===== src/rtl/pipe_adder_pkg.sv =====
// pipe_adder_pkg: stage count, slice bounds and mode encodings shared by the pipe_adder files
package pipe_adder_pkg;
  localparam logic ADD = 1'b0;
  localparam logic SUB = 1'b1;
  function automatic int num_stages(input int width, input int bps);
    return (width + bps - 1) / bps;
  endfunction
  function automatic int slice_lo(input int k, input int width, input int bps);
    return (k * bps < width) ? k * bps : width - 1;
  endfunction
  function automatic int slice_hi(input int k, input int width, input int bps);
    return ((k + 1) * bps < width) ? (k + 1) * bps - 1 : width - 1;
  endfunction
endpackage


===== src/rtl/pipe_adder_slice.sv =====
// pipe_adder_slice: combinational SLICE_W-bit ripple-carry adder; cm is the carry into the slice MSB
module pipe_adder_slice #(
  parameter int SLICE_W = 1
) (
  input  logic [SLICE_W-1:0] a,
  input  logic [SLICE_W-1:0] b,
  input  logic               ci,
  output logic [SLICE_W-1:0] s,
  output logic               co,
  output logic               cm
);
  logic [SLICE_W:0] c;
  always_comb begin
    c[0] = ci;
    for (int i = 0; i < SLICE_W; i++) begin
      s[i]   = a[i] ^ b[i] ^ c[i];
      c[i+1] = (a[i] & b[i]) | (c[i] & (a[i] ^ b[i]));
    end
    co = c[SLICE_W];
    cm = c[SLICE_W-1];
  end
endmodule


===== src/rtl/pipe_adder.sv =====
// pipe_adder: pipelined ripple-carry adder/subtractor with a globally stalled valid/ready pipeline.
// Defining PIPE_ADDER_OVF_EN adds the registered signed-overflow output ovf.
module pipe_adder
  import pipe_adder_pkg::*;
#(
  parameter int WIDTH          = 8,
  parameter int BITS_PER_STAGE = 1
) (
  input  logic             clk,
  input  logic             rst_n,
  input  logic             in_valid,
  output logic             in_ready,
  input  logic             sub,
  input  logic [WIDTH-1:0] a,
  input  logic [WIDTH-1:0] b,
  input  logic             cin,
  output logic             out_valid,
  input  logic             out_ready,
  output logic [WIDTH-1:0] sum,
  output logic             cout
`ifdef PIPE_ADDER_OVF_EN
  ,
  output logic             ovf
`endif
);
  localparam int STAGES = num_stages(WIDTH, BITS_PER_STAGE);
  // Level 0 is the input register; level k+1 holds the result of slice k.
  logic             vld_q [STAGES+1];
  logic             vld_d [STAGES+1];
  logic             c_q   [STAGES+1];
  logic             c_d   [STAGES+1];
  logic [WIDTH-1:0] s_q   [STAGES+1];
  logic [WIDTH-1:0] s_d   [STAGES+1];
  logic [WIDTH-1:0] a_q   [STAGES];
  logic [WIDTH-1:0] a_d   [STAGES];
  logic [WIDTH-1:0] b_q   [STAGES];
  logic [WIDTH-1:0] b_d   [STAGES];
  logic [WIDTH-1:0] slc_sum;
  logic [STAGES-1:0] slc_co;
  logic [STAGES-1:0] slc_cm;
  logic adv;
  for (genvar k = 0; k < STAGES; k++) begin : g_stage
    localparam int LO = slice_lo(k, WIDTH, BITS_PER_STAGE);
    localparam int HI = slice_hi(k, WIDTH, BITS_PER_STAGE);
    pipe_adder_slice #(.SLICE_W(HI - LO + 1)) u_slice (
      .a (a_q[k][HI:LO]),
      .b (b_q[k][HI:LO]),
      .ci(c_q[k]),
      .s (slc_sum[HI:LO]),
      .co(slc_co[k]),
      .cm(slc_cm[k])
    );
  end
  always_comb begin
    adv      = !vld_q[STAGES] || out_ready;
    vld_d[0] = in_valid;
    a_d[0]   = a;
    b_d[0]   = (sub == SUB) ? ~b : b;
    c_d[0]   = (sub == SUB) ? 1'b1 : cin;
    s_d[0]   = '0;
    for (int k = 1; k < STAGES; k++) begin
      a_d[k] = a_q[k-1];
      b_d[k] = b_q[k-1];
    end
    for (int k = 0; k < STAGES; k++) begin
      vld_d[k+1] = vld_q[k];
      c_d[k+1]   = slc_co[k];
      for (int i = 0; i < WIDTH; i++)
        s_d[k+1][i] = (i >= slice_lo(k, WIDTH, BITS_PER_STAGE) && i <= slice_hi(k, WIDTH, BITS_PER_STAGE))
                      ? slc_sum[i] : s_q[k][i];
    end
  end
  always_ff @(posedge clk or negedge rst_n) begin
    if (!rst_n) begin
      vld_q <= '{default: 1'b0};
      c_q   <= '{default: 1'b0};
      s_q   <= '{default: '0};
      a_q   <= '{default: '0};
      b_q   <= '{default: '0};
    end else if (adv) begin
      vld_q <= vld_d;
      c_q   <= c_d;
      s_q   <= s_d;
      a_q   <= a_d;
      b_q   <= b_d;
    end
  end
`ifdef PIPE_ADDER_OVF_EN
  logic ovf_q, ovf_d;
  always_comb ovf_d = slc_cm[STAGES-1] ^ slc_co[STAGES-1];
  always_ff @(posedge clk or negedge rst_n) begin
    if (!rst_n) ovf_q <= 1'b0;
    else if (adv) ovf_q <= ovf_d;
  end
  assign ovf = ovf_q;
`endif
  assign in_ready  = adv;
  assign out_valid = vld_q[STAGES];
  assign sum       = s_q[STAGES];
  assign cout      = c_q[STAGES];
endmodule


===== config.mk =====
export PLATFORM = sky130hd
export DESIGN_NAME = pipe_adder
export DESIGN_NICKNAME = d
export VERILOG_FILES = /design/src/rtl/pipe_adder_pkg.sv /design/src/rtl/pipe_adder_slice.sv /design/src/rtl/pipe_adder.sv
export SDC_FILE = /design/constraint.sdc
export NUM_CORES = 1
export LEC_CHECK = 0
export ABC_AREA = 1
export CAP_MARGIN = 20
export CORE_MARGIN = 2
export CORE_UTILIZATION = 53
export CTS_CLUSTER_SIZE = 20
export DETAILED_ROUTE_END_ITERATION = 16
export PLACE_DENSITY = 0.76
export RECOVER_POWER = 25
export SLEW_MARGIN = 10
export SYNTH_ARGS = -nofsm -noshare
export SYNTH_HDL_FRONTEND = slang
export SYNTH_SLANG_ARGS = --single-unit

===== constraint.sdc =====
create_clock -name clk -period 1.1 [get_ports clk]
set_input_delay 0.11 -clock clk [delete_from_list [all_inputs] [get_ports clk]]
set_output_delay 0.11 -clock clk [all_outputs]
set_load 0.005 [all_outputs]

== Word-level counts from Yosys, hierarchy flattened ==
Cells that the tools add are included.

* Output and inout port bits: 11
* Word-level logic and storage cells: 87
* Bits of input ports: 22
* Flip-flop bits (word level): 182

* Mux-type cells: 2
* Reductions and logical operators: 2
* Bitwise gates (word level): 41

{| class="wikitable"
|+ Operators with widths
! operator !! number
|-
| $and 1x1->1 || 16
|-
| $xor 1x1->1 || 16
|-
| $mux 8 || 1
|-
| $not 8->8 || 1
|-
| $or 1x1->1 || 8
|-
| $logic_not 1->1 || 1
|-
| $logic_or 1x1->1 || 1
|-
| $mux 1 || 1
|}

== Logic depth before layout (Yosys ltp) ==
* Word-level depth: 3
* Gate-level depth with buffers: 6
* Gate-level depth less buffers: 4

== By module ==
Synthesis repeated with hierarchy kept, for this count alone.

* Cells, all modules: 556
* Area total of the unflattened synthesis: 5,049.8 um^2

{| class="wikitable"
|+ Modules (own cells, without submodules)
! module !! area an instance (um^2) !! times used !! seq. area each (um^2) !! cells an instance
|-
| pipe_adder || 4,829.6 || 1 || 3,153.0 || 540
|-
| pipe_adder_slice || 27.5 || 8 || 0.0 || 2
|}

== Least setup slack after synthesis ==
No wires, ideal clock.

* Path kind: flip-flop to flip-flop
* Start: register c_q[4] in the netlist's numbering
* End: register s_q, in the netlist s_d[20]
* Data required time: 0.974 ns
* Library setup time: 0.126 ns
* Clock period less this slack: 1.085 ns
* Arrival time: 0.959 ns
* Stages on the path, launching flop included: 4
* Slack: 0.015 ns
* Path buffers: 0
* Cells stage by stage: dfrtp_1 -> fa_1 -> nand2_1 -> o21ai_0

* Cells in the longest elaborated chain, start to end: 1

{| class="wikitable"
|+ Ends and longest elaborated chain
! what !! RTL line !! RTL
|-
| start, declared || pipe_adder.sv:30 || <nowiki>logic c_q [STAGES+1];</nowiki>
|-
| start signal, assigned || pipe_adder.sv:76 || <nowiki>c_q <= '{default: 1'b0};</nowiki>
|-
| start signal, assigned || pipe_adder.sv:82 || <nowiki>c_q <= c_d;</nowiki>
|-
| $xor 1x1->1 || pipe_adder_slice.sv:16 || <nowiki>s[i] = a[i] ^ b[i] ^ c[i];</nowiki>
|-
| via g_stage[4].u_slice.s || pipe_adder_slice.sv:8 || <nowiki>output logic [SLICE_W-1:0] s,</nowiki>
|-
| end signal, assigned || pipe_adder.sv:77 || <nowiki>s_q <= '{default: '0};</nowiki>
|-
| end signal, assigned || pipe_adder.sv:83 || <nowiki>s_q <= s_d;</nowiki>
|-
| end, declared || pipe_adder.sv:32 || <nowiki>logic [WIDTH-1:0] s_q [STAGES+1];</nowiki>
|}

The timed path passes the listed nets, and every way through them passes these cells.
A chain may end at the register's enable or synchronous reset.

== Final worst setup path ==
* Start: register vld_q, in the netlist out_valid
* End: register b_q, in the netlist b_d[28]

* Cells in the longest elaborated chain, start to end: 2

{| class="wikitable"
|+ Ends and longest elaborated chain
! what !! RTL line !! RTL
|-
| start, declared || pipe_adder.sv:28 || <nowiki>logic vld_q [STAGES+1];</nowiki>
|-
| start signal, assigned || pipe_adder.sv:81 || <nowiki>vld_q <= vld_d;</nowiki>
|-
| $logic_not 1->1 || pipe_adder.sv:55 || <nowiki>adv = !vld_q[STAGES] || out_ready;</nowiki>
|-
| $logic_or 1x1->1 || pipe_adder.sv:55 ||
|-
| end signal, assigned || pipe_adder.sv:79 || <nowiki>b_q <= '{default: '0};</nowiki>
|-
| end signal, assigned || pipe_adder.sv:85 || <nowiki>b_q <= b_d;</nowiki>
|-
| end, declared || pipe_adder.sv:36 || <nowiki>logic [WIDTH-1:0] b_q [STAGES];</nowiki>
|}

No other way between the ends.

==> run metrics <==
number of global-route vias before repair 3848; pwr/cell area 3020 mW/mm²; CTS Root Cell clkbuf_8; synthesized cell area 0.00501 mm²; Filler Cells Inserted 552; DRC viols 0; io pins 33; crit path max fanout 8; Synth area leaders dfrtp_1, nand2_1, o21ai_0; post-DR wirelength/cell 17.2 µm; largest area contributor in the netlist dfrtp_1; DRT antenna net count 0; adder-cell share of the synthesized area 3.20%; post-route setup TNS -14580 ps; Syn Inst Count 547; Final Slew Violations 0; RR Startpoint out_valid; initial antenna violation count 0; Final Hold Vio Count 0; Total GRT Usage 23.3%; CP max stage delay 360 ps; full die area 0.0102 mm²; critical path's slowest cell dfrtp_1; simple-gate area share of the yosys netlist 23.6%; Max-cap violations 0; outcome complete, but fails checks; clock skew 7.19 ps; post-synthesis sequential area ratio 62.9%; Finished Core Util 75.7%; setup violators final 129; synthesis-to-finish area growth 39.0%; Synth top area share 62.9%; failing checks setup timing; crit share post-route 121%; H-tree depth 4; Remaining Overflow, GRT 0; num rows 35; Synth cell types 12; Critical Path RT 1540 ps; startpoint types register; commonest non-fill, non-tap cells in the layout nand2_1, dfrtp_1, inv_1; share of cells above drive strength 1 25.4%; worst hold path class in -> async; clock-pin slew on the worst setup and hold paths 60 ps; fmax 753 MHz; vias 3971; worst path cell trace buf_6, inv_4, nor2_4, buf_6, clkbuf_16, nand2_4, nand2_2; core area 0.00920 mm²; wire length of the first global-routing pass 18.4 mm; syn nets 577; DRT iter0 DRCs 292; Tightest Pin Transition 555 ps; Critical path origin out_valid; clk_lat worst skew 510 ps; ANT cells 0; WL final 12.7 mm; largest net degree at the start of global routing 45; Compound-Gate Fraction of Synth Area 4.19%; mux share of post-synthesis cell area 0%; nets 647; R2R setup slack -230 ps; unrepaired setup endpoints after global routing yes; cell family with most CP delay buffers and inverters; commonest non-fill, non-tap cell in the layout nand2_1; CTS tree built; clock net sink count 126; Worst setup EP type register; Vert. Die Dim 101 µm; RD Place Congestion 0.733; Max-slew headroom 63.0%; port bufs 32; critical path arrival 1770 ps; CTS Buf Count 17; xor/xnor share of the synthesized area 0%; final critical-path required period 1330 ps; syn avg cell area 9.16 µm²; Pre-antenna DRT Iters 4; chip width 101 µm; Leak 3.70 nW; FF+latch count, synth 126; HPWL Detailed 5.02 mm; CP dominant cell by count buf_6; Initial Utilization 54.5%; Yosys Warn Count 0; WP buf/inv 4; largest family of logic cells by synthesized area simple AND/OR/NAND/NOR gates; final setup margin -227 ps; vias per cell 5.37; CTS Buffer Depth 2; VDD IR max 1320 µV; Crit Path Class reg -> reg
## logic make-up (layout without fill, tap and decap cells)
kind of cell             count (synthesis)  count (layout)
buffers and inverters                   60             142
adder cells (fa/ha/maj)                  8               8
AND/OR/NAND/NOR                        311             311
AO/OA/AOI/OAI                           42              42
flip-flops                             126             126
## through the flow
stage / hold slack (ps) / instances / area, µm² / setup WS [ps] / total power, mW
after global placement: 22.4 / 676 / 5500 / -299 / 11.9
after detailed placement: 23.6 / 676 / 5500 / -304 / 12.2
after CTS: 27.1 / 726 / 6440 / -189 / 18.9
after global routing: 134 / 740 / 6960 / -271 / 22.2
final: 118 / 740 / 6960 / -227 / 21.1
after floorplan: -186 / 547 / 5010 / 14.7 / 10.7
## worst paths after layout
kind | end | cells past startpoint
max | b_d[28] | 7
min | vld_d[6] | 2
min in group clk | a_d[52] | 3
min reg2reg | a_d[45] | 2
max reg2reg | b_d[28] | 7
max in group asynchronous | b_d[38] | 3
## registers in the layout, indices dropped and copies added, names as in the netlist
signal     cells
cout           1
b_q            1
c_q            8
b_d           35
s_d           28
a_d           35
vld_d          8
out_valid      1
a_q            1
sum            8
## cells in the mapped netlist (all sizes together)
master  instances
inv            32
buf            26
nand3           8
nor2            1
fa              8
nand2         302
clkbuf          2
o21ai          42
dfrtp         126
## metal layers
layer | up-vias | wire (µm) | track usage, %
met5 | - | 0 | 0
met4 | 0 | 527 | 8.21
met3 | 46 | 595 | 6.14
met2 | 152 | 6630 | 39.5
met1 | 1964 | 4990 | 29.3
li1 | 1809 | - | -
## worst reg2reg max path: cells and delay by family, from the launching register on
| family | cells | cell delay, ps |
|---|---|---|
| flops | 1 | 360 |
| buf+inv | 4 | 540 |
| simple gates | 3 | 350 |
## area by class of cell
| class | count | area (µm²) | area share, % |
|---|---|---|---|
| inverters | 32 | 123 | 1.76 |
| multi-input cells | 361 | 1880 | 27.0 |
| repair buffers | 79 | 1060 | 15.3 |
| well taps | 111 | 139 | 1.99 |
| clock buffers | 21 | 469 | 6.74 |
| flip-flops and latches | 126 | 3150 | 45.3 |
| clock inverters | 10 | 136 | 1.96 |
## power by group
group | internal, mW | switching (mW)
Sequential | 6.72 | 1.48
Clock | 3.67 | 2.06
Combinational | 3.40 | 3.74
## timing repair
action	4_1_cts	5_1_grt
pin swaps	5	14
gates cloned	9	6
resized for setup	63	118
hold endpoints to repair	126	0
setup endpoints to repair	104	133
buffers inserted	9	8
hold buffers	1	0
Power figures use the tool's default switching activity.
